## src/rtl/addr_rule_decode.sv

```systemverilog
// Address decoder: maps an address onto an index through a table of half-open ranges,
// plus a small clocked monitor that accumulates sampled decode errors for debug.
module addr_rule_decode #(
    parameter int unsigned NoIndices = 1,
    parameter int unsigned NoRules   = 1,
    parameter int unsigned AddrWidth = 32,
    parameter int unsigned CntWidth  = 16,
    localparam int unsigned IdxWidth = (NoIndices > 1) ? $clog2(NoIndices) : 1
) (
    input  logic                                  clk_i,
    input  logic                                  rst_i,
    input  logic [AddrWidth-1:0]                  addr_i,
    input  logic [NoRules*(32+2*AddrWidth)-1:0]   addr_map_i,
    input  logic                                  en_default_idx_i,
    input  logic [IdxWidth-1:0]                   default_idx_i,
    input  logic                                  sample_i,
    input  logic                                  clear_i,
    output logic [IdxWidth-1:0]                   idx_o,
    output logic                                  dec_valid_o,
    output logic                                  dec_error_o,
    output logic                                  err_sticky_o,
    output logic [CntWidth-1:0]                   err_cnt_o
);
    localparam int unsigned RuleWidth = 32 + 2 * AddrWidth;

    logic [31:0]          rule_idx   [NoRules];
    logic [AddrWidth-1:0] rule_start [NoRules];
    logic [AddrWidth-1:0] rule_end   [NoRules];
    logic [NoRules-1:0]   rule_hit;

    // An end address of zero means the range runs to the top of the address space.
    for (genvar r = 0; r < NoRules; r++) begin : g_rule
        assign {rule_idx[r], rule_start[r], rule_end[r]} = addr_map_i[r*RuleWidth +: RuleWidth];
        assign rule_hit[r] = (addr_i >= rule_start[r]) &&
                             ((rule_end[r] == '0) || (addr_i < rule_end[r]));
    end

    // Ascending scan so the highest-numbered matching rule is the one left standing.
    always_comb begin
        idx_o       = en_default_idx_i ? default_idx_i : '0;
        dec_valid_o = 1'b0;
        for (int r = 0; r < int'(NoRules); r++) begin
            if (rule_hit[r]) begin
                idx_o       = rule_idx[r][IdxWidth-1:0];
                dec_valid_o = 1'b1;
            end
        end
        dec_error_o = !dec_valid_o && !en_default_idx_i;
    end

    always_ff @(posedge clk_i or posedge rst_i) begin
        if (rst_i) begin
            err_sticky_o <= 1'b0;
            err_cnt_o    <= '0;
        end else if (clear_i) begin
            err_sticky_o <= 1'b0;
            err_cnt_o    <= '0;
        end else if (sample_i && dec_error_o) begin
            err_sticky_o <= 1'b1;
            if (err_cnt_o != '1) begin
                err_cnt_o <= err_cnt_o + CntWidth'(1);
            end
        end
    end

`ifndef SYNTHESIS
    if (NoRules == 0 || NoIndices == 0 || AddrWidth == 0) begin : g_param_check
        $fatal(1, "addr_rule_decode: NoRules, NoIndices and AddrWidth must be non-zero");
    end

    always @(posedge clk_i) begin
        for (int r = 0; r < int'(NoRules); r++) begin
            if (rule_idx[r] >= NoIndices)
                $error("addr_rule_decode: rule %0d idx %0d out of range", r, rule_idx[r]);
            if ((rule_end[r] != '0) && (rule_end[r] <= rule_start[r]))
                $error("addr_rule_decode: rule %0d has an inverted range", r);
        end
    end
`endif

endmodule

```

## config.mk

```make
export PLATFORM = sky130hd
export DESIGN_NAME = addr_rule_decode
export DESIGN_NICKNAME = d
export VERILOG_FILES = /design/src/rtl/addr_rule_decode.sv
export SDC_FILE = /design/constraint.sdc
export NUM_CORES = 1
export LEC_CHECK = 0
export CAP_MARGIN = 20
export CELL_PAD_IN_SITES_DETAIL_PLACEMENT = 1
export CELL_PAD_IN_SITES_GLOBAL_PLACEMENT = 2
export CORE_MARGIN = 4
export CORE_UTILIZATION = 18
export CTS_CLUSTER_DIAMETER = 100
export DETAILED_ROUTE_END_ITERATION = 16
export HOLD_SLACK_MARGIN = 0.06
export PLACE_DENSITY_LB_ADDON = 0.05
export RECOVER_POWER = 25
export SKIP_LAST_GASP = 1
export SLEW_MARGIN = 30
export SYNTH_ARGS = -nofsm -noshare
export SYNTH_HDL_FRONTEND = slang
export SYNTH_SLANG_ARGS = --single-unit
export TNS_END_PERCENT = 1
```

## constraint.sdc

```tcl
create_clock -name clk_i -period 3.6 [get_ports clk_i]
set_input_delay 0.9 -clock clk_i [delete_from_list [all_inputs] [get_ports clk_i]]
set_output_delay 0.9 -clock clk_i [all_outputs]
set_load 0.02 [all_outputs]
```

==> results of run 1 <==
[cells in the mapped netlist (all sizes together)]
| cell | instances | share of area |
|---|---|---|
| dfrtp | 17 | 0.16 |
| inv | 70 | 0.096 |
| nand2b | 4 | 0.0091 |
| a2111o | 1 | 0.0041 |
| nand4 | 17 | 0.039 |
| a311oi | 1 | 0.0032 |
| nor4 | 18 | 0.041 |
| or4b | 3 | 0.011 |
| o21ai | 14 | 0.026 |
| and4 | 4 | 0.013 |
| mux2 | 10 | 0.043 |
| nor4b | 2 | 0.0064 |
| mux2i | 1 | 0.0037 |
| a211oi | 1 | 0.0027 |
| or2 | 1 | 0.0023 |
| o31ai | 2 | 0.0055 |
| nor3b | 1 | 0.0027 |
| o211a | 1 | 0.0037 |
| nor2b | 11 | 0.025 |
| o21ba | 1 | 0.0037 |
| or4 | 3 | 0.0082 |
| nand2 | 19 | 0.026 |
| and2 | 3 | 0.0069 |
| nor2 | 14 | 0.019 |
| a21oi | 27 | 0.049 |
| and3 | 1 | 0.0023 |
| nand3 | 11 | 0.020 |
| nor3 | 3 | 0.0073 |
| buf | 2 | 0.0059 |
| a2111oi | 2 | 0.0064 |
| or3 | 2 | 0.0046 |
| o41ai | 3 | 0.012 |
| clkbuf | 6 | 0.0082 |
| ha | 64 | 0.29 |
| a21o | 3 | 0.0082 |
| a221oi | 5 | 0.022 |
| a221o | 1 | 0.0037 |
[registers in the layout (all words and copies together) (netlist names)]
register      count
err_sticky_o      1
err_cnt_o        16
[power by group through the flow]
stage / sequential, mW / clock, mW / combinational, mW
after CTS: 0.196 / 0.240 / 0.441
after global routing: 0.197 / 0.245 / 0.484
after detailed placement: 0.200 / 0 / 0.422
after floorplan: 0.202 / 0 / 0.170
final: 0.196 / 0.231 / 0.430
after global placement: 0.200 / 0 / 0.416
[final timing paths]
| path | start | endpoint | slack, ns | depth (start not counted) |
|---|---|---|---|---|
| hold / removal | err_sticky_o$_DFFE_PP0P_ | err_sticky_o$_DFFE_PP0P_ | 0.54 | 1 |
| min in group asynchronous | rst_i | err_cnt_o[14]$_DFFE_PP0P_ | 1.20 | 2 |
| max in group asynchronous | rst_i | err_cnt_o[3]$_DFFE_PP0P_ | 1.94 | 2 |
| hold reg to reg | err_sticky_o$_DFFE_PP0P_ | err_sticky_o$_DFFE_PP0P_ | 0.54 | 1 |
| setup / recovery | addr_i[0] | idx_o | -0.50 | 12 |
| setup reg to reg | err_cnt_o[3]$_DFFE_PP0P_ | err_cnt_o[15]$_DFFE_PP0P_ | 1.16 | 7 |
[stage by stage]
step	hold slack, ns	setup slack (ns)
2_1_floorplan	0.625	-0.0812
6_report	0.536	-0.496
3_5_place_dp	0.533	-1.39
3_3_place_gp	0.509	-1.38
4_1_cts	0.546	-0.532
5_1_grt	0.549	-0.654
[cell families after synthesis]
| kind of cell | synth area share |
|---|---|
| AND/OR/NAND/NOR | 0.244 |
| buffers and inverters | 0.110 |
| adder cells (fa/ha/maj) | 0.293 |
| AO/OA/AOI/OAI | 0.151 |
| flip-flops | 0.156 |
| multiplexers | 0.0462 |
[routing by layer]
| metal | up-vias | global-route usage | part of all wire |
|---|---|---|---|
| li1 | 1607 | - | - |
| met1 | 1500 | 0.138 | 0.43 |
| met2 | 63 | 0.241 | 0.53 |
| met3 | 6 | 0.0199 | 0.040 |
| met4 | 0 | 0.0181 | 0.0071 |
| met5 | - | 0 | 0 |
[cell usage in the layout, fill, tap and decap left out, types with 3 or more instances in the layout]
cell type,count
clkdlybuf4s50_1,88
inv_1,60
buf_4,55
ha_1,53
dlygate4sd2_1,26
a21oi_1,25
nand2_1,18
nor4_1,17
nand4_1,17
dfrtp_1,17
nor2_1,14
nand3_1,11
nor2b_1,11
ha_4,11
o21ai_0,9
inv_2,9
mux2_1,8
and4_1,4
nand2b_1,4
a221oi_1,3
a21o_1,3
or4_1,3
clkbuf_16,3
buf_2,3
[layout make-up]
| type | count | area [µm²] |
|---|---|---|
| clock buffer | 4 | 78.8 |
| inverter | 70 | 275 |
| tap | 184 | 230 |
| fill | 1752 | 9830 |
| multi-input combinational | 254 | 2240 |
| timing repair buffer | 178 | 1610 |
| sequential | 17 | 425 |
[what timing repair did]
| action | CTS | global route |
|---|---|---|
| gates resized for setup | 75 | 3 |
| pin swaps | 15 | 3 |
| endpoints found under the setup margin | 20 | 19 |
| buffers inserted | 2 | 0 |
[critical path, cell delays in order]
cell,delay [ns]
clkdlybuf4s50_1,0.48
inv_1,0.05
ha_1,0.27
nand2b_1,0.18
a2111oi_4,0.37
a2111oi_4,0.07
o41ai_2,0.21
buf_4,0.17
a221oi_4,0.07
buf_12,0.15
o21ai_4,0.14
buf_6,0.13
==> results.ini, run 1 <==
[cts]
clock_sinks = 17
cts_made_buffers = 3
cts_tree = yes
cts_buffer_depth = 2
clock_latency_ns = 0.25
ctsHoldBuffers = 0
cts-root-buf = clkbuf_16
clk_pin_slew_ns = 0.06
htreeDepth = 1

[critical_path]
end_kind = output port
cp_max_fo = 5
cp.arrival_ns = 3.20
start_kind = primary input
cp.required_ns = 2.70
crit_type = primary input to output port

[sta]
worstMarginPinSlew_ns = 0.719
setup_slack_ns = -0.496
fmax_mhz = 244
clock_skew_ns = 0.00281
fin_crit_sh = 1.14
hold_viol_final = 0
finalSetupTns_ns = -2.41
slew_headroom = 0.520
rsz0062_at_grt = true
finalSetupViolCount = 16
fin_crit_ns = 4.10
final_max_slew_viol_count = 0

[outcome]
status = finished, violations left
violations = negative setup slack

[die]
die_y_um = 131
io_pins = 154
coreArea_um2 = 14700
row_count = 44
initial_core_util = 0.186
dieArea_um2 = 17200
fp.dieW_um = 131

[placement]
hpwlAfterDp_mm = 9.31
gp_congestion = 0.764
portBuffers = 122
placed_area_um2 = 4630
dp_cells = 701

[power_and_ir_drop]
power.leakage_nw = 2.30
switching_share = 0.320
switchingPower_mw = 0.274
power_mw = 0.858
cellPowerDensity_nw_per_um2 = 176
p_int_mw = 0.583
p_seq_frac = 0.229
comb_power_share = 0.502
pwr-share-clk = 0.269
ir_drop_mv = 0.168

[global_route]
antenna_found_initial = 0
grt_usage = 0.121
overflow = 0
grt_max_degree = 27
grt_pass1_vias = 3573
grt_first_pass_wirelength_mm = 17.5

[synth]
syn_area_um2 = 2740
yosysWarningCount = 0
ys_types = 45
syn_inst = 349
yosys_register_bits = 17
synth_seq_area_share = 0.156
synth.net_count = 547
avgSynthCellArea_um2 = 7.84

[routing]
num_vias = 3176
drc_errors = 0
drtIter0Drc = 54
routedWlPerCell_um = 15.3
drtPass1Iterations = 4
drt-total-wl_mm = 10.8
drtAntennaViolNets = 0
viasPerCell = 4.49

[finish]
final_core_util = 0.331
drive_above_1_share = 0.203
layout.cells.non_filler = 707
area_delta_synth_final_pct = 77.9
nNetsFinal = 722
antenna_cells = 0
final_area_um2 = 4860

[hold_path]
min_path_type = flip-flop to flip-flop

[run]
max-cap-violations = 0

No activity file was read; power rests on OpenSTA's default activity.
==> run 2: changes to the inputs <==
--- a/config.mk
+++ b/config.mk
@@ -9,7 +9,7 @@
 export CELL_PAD_IN_SITES_DETAIL_PLACEMENT = 1
 export CELL_PAD_IN_SITES_GLOBAL_PLACEMENT = 2
 export CORE_MARGIN = 4
-export CORE_UTILIZATION = 18
+export CORE_UTILIZATION = 20
 export CTS_CLUSTER_DIAMETER = 100
 export DETAILED_ROUTE_END_ITERATION = 16
 export HOLD_SLACK_MARGIN = 0.06
==> constraint.sdc (replaced) <==
create_clock -name clk_i -period 3.9 [get_ports clk_i]
set_input_delay 0.975 -clock clk_i [delete_from_list [all_inputs] [get_ports clk_i]]
set_output_delay 0.975 -clock clk_i [all_outputs]
set_load 0.02 [all_outputs]
==> results.ini, run 2 (synthesized netlist as in run 1, its figures left out) <==
[outcome]
status = finished, violations left
violations = negative setup slack

[routing]
drtAntennaViolNets = 0  ; unchanged
num_vias = 3142  ; -1.1%
drc_errors = 0  ; unchanged
drtIter0Drc = 76  ; +41%
routedWlPerCell_um = 15.7  ; +2.2%
viasPerCell = 4.52  ; +0.64%
drt-total-wl_mm = 10.9  ; +0.51%
drtPass1Iterations = 4  ; unchanged

[sta]
fmax_mhz = 241
fin_crit_ns = 4.15
slew_headroom = 0.513  ; -0.00750
clock_skew_ns = 0.00209  ; -0.000726 ns
hold_viol_final = 0  ; unchanged
rsz0062_at_grt = true
worstMarginPinSlew_ns = 0.730  ; +0.0112 ns
fin_crit_sh = 1.06
finalSetupViolCount = 3  ; -13
final_max_slew_viol_count = 0  ; unchanged
timing.hold.ws_ns = 0.516  ; -0.0201 ns
setup_slack_ns = -0.247  ; +0.249 ns

[die]
io_pins = 154  ; unchanged
row_count = 42  ; -4.5%
coreArea_um2 = 13300  ; -9.6%
die_y_um = 125  ; -4.8%
fp.dieW_um = 125  ; -4.8%
dieArea_um2 = 15600  ; -9.4%
initial_core_util = 0.206  ; +0.0196

[power_and_ir_drop]
pwr-share-clk = 0.255  ; -0.014
comb_power_share = 0.527  ; +0.025
ir_drop_mv = 0.159  ; -5.3%
power_mw = 0.829  ; -3.4%
switchingPower_mw = 0.277  ; +0.81%
p_seq_frac = 0.218  ; -0.011
cellPowerDensity_nw_per_um2 = 159  ; -9.8%
p_int_mw = 0.552  ; -5.4%
switching_share = 0.334  ; +0.0139
power.leakage_nw = 2.46  ; +7.1%

[finish]
final_core_util = 0.392  ; +0.0609
final_area_um2 = 5210  ; +7.1%
reg_top3 = err_cnt_o x16, err_sticky_o x1
layout_commonest_cell = buf_4
largest_register = err_cnt_o
final_cell_mix = buf_4, inv_1, clkdlybuf4s50_1, dlygate4sd2_1, ha_4
nNetsFinal = 717  ; -0.69%
area_delta_synth_final_pct = 90.5
drive_above_1_share = 0.340  ; +0.137
largest_reg_flops = 16  ; unchanged

[placement]
gp_congestion = 0.776  ; +1.6%
pre_cts_slack_ns = -1.28  ; +0.107 ns
hpwlAfterDp_mm = 9.05  ; -2.8%
placed_area_um2 = 4530  ; -2.3%
portBuffers = 122  ; unchanged

[critical_path]
cp_max_fo = 4  ; -1
start_kind = primary input
cp.arrival_ns = 3.17  ; -0.03 ns
end_kind = output port
cp.required_ns = 2.92  ; +0.22 ns
timing.rr.start = err_cnt_o[3]$_DFFE_PP0P_
crit_path_start = addr_i[20]
crit_type = primary input to output port

[cts]
cts_buffer_depth = 2  ; unchanged
clock_latency_ns = 0.25  ; about the same
clock_sinks = 17  ; unchanged
htreeDepth = 1  ; unchanged
cts_made_buffers = 3  ; unchanged
cts-root-buf = clkbuf_16
clk_pin_slew_ns = 0.06  ; about the same
cts_tree = yes
ctsHoldBuffers = 0  ; unchanged

[global_route]
antenna_found_initial = 1  ; +1
grt_first_pass_wirelength_mm = 18.1  ; +3.0%
grt_usage = 0.138  ; +0.0166
grt_max_degree = 26  ; -3.7%
overflow = 0  ; unchanged
grt_pass1_vias = 3513  ; -1.7%

[hold_path]
min_path_type = flip-flop to flip-flop
hold_start = err_sticky_o$_DFFE_PP0P_

[run]
max-cap-violations = 0  ; unchanged

[run 2: layer usage]
metal | up-vias | wire [µm] | global-route usage
met1 | 1460 | 5030 | 0.183
met3 | 6 | 399 | 0.0235
met2 | 77 | 5390 | 0.246
met4 | 0 | 70 | 0.0115
li1 | 1599 | - | -
met5 | - | 0 | 0
[run 2: through the flow]
| stage | TNS (ns) | std cells |
|---|---|---|
| after CTS | -0.986 | 693 |
| after global routing | -1.02 | 695 |
| final | -0.708 | 695 |
| after floorplan | 0 | 349 |
| after global placement | -8.39 | 689 |
| after detailed placement | -8.82 | 689 |
[run 2: area by class of cell]
type                            count  area (µm²)
Clock inverter                      1        5.00
Antenna cell                        1        2.50
Multi-Input combinational cell    254        2670
Inverter                           70         263
Tap cell                          176         220
Sequential cell                    17         425
Timing Repair Buffer              173        1550
Fill cell                        1567        8090
Clock buffer                        3        75.1
[run 2: worst max-delay path, cell delays in order]
cell and delay, ns:
dlygate4sd2_1 0.29, ha_4 0.28, nand4_1 0.19, or4b_1 0.55
o211a_1 0.16, a221oi_4 0.32, buf_4 0.18, nand2_4 0.04
o21ai_4 0.05, buf_6 0.13
[run 2: final timing paths]
kind | to | slack [ns] | cells past startpoint
worst max-delay path | idx_o | -0.25 | 10
min in group asynchronous | err_cnt_o[1]$_DFFE_PP0P_ | 1.28 | 2
worst min-delay path | err_sticky_o$_DFFE_PP0P_ | 0.52 | 1
worst max register to register | err_cnt_o[15]$_DFFE_PP0P_ | 1.54 | 7
max in group asynchronous | err_cnt_o[8]$_DFFE_PP0P_ | 2.15 | 2
worst min register to register | err_sticky_o$_DFFE_PP0P_ | 0.52 | 1
[run 2: power groups by stage]
| stage | clock, mW | sequential [mW] | combinational (mW) |
|---|---|---|---|
| 2_1_floorplan | 0 | 0.186 | 0.153 |
| 3_3_place_gp | 0 | 0.184 | 0.372 |
| 3_5_place_dp | 0 | 0.184 | 0.377 |
| 4_1_cts | 0.220 | 0.181 | 0.416 |
| 5_1_grt | 0.228 | 0.181 | 0.492 |
| 6_report | 0.211 | 0.181 | 0.437 |
[run 2: repair_timing]
item,in CTS,in global routing
resized for setup,190,64
endpoints found under the setup margin,15,3
endpoints found under the hold margin,0,0
pin swaps,43,27
buffers inserted,2,1
==> run 3: changes to the inputs <==
--- a/config.mk
+++ b/config.mk
@@ -12,7 +12,6 @@
 export CORE_UTILIZATION = 20
 export CTS_CLUSTER_DIAMETER = 100
 export DETAILED_ROUTE_END_ITERATION = 16
-export HOLD_SLACK_MARGIN = 0.06
 export PLACE_DENSITY_LB_ADDON = 0.05
 export RECOVER_POWER = 25
 export SKIP_LAST_GASP = 1
==> results of run 3 <==
Same layout as run 2: the final DEF is identical, and so are final timing and power.
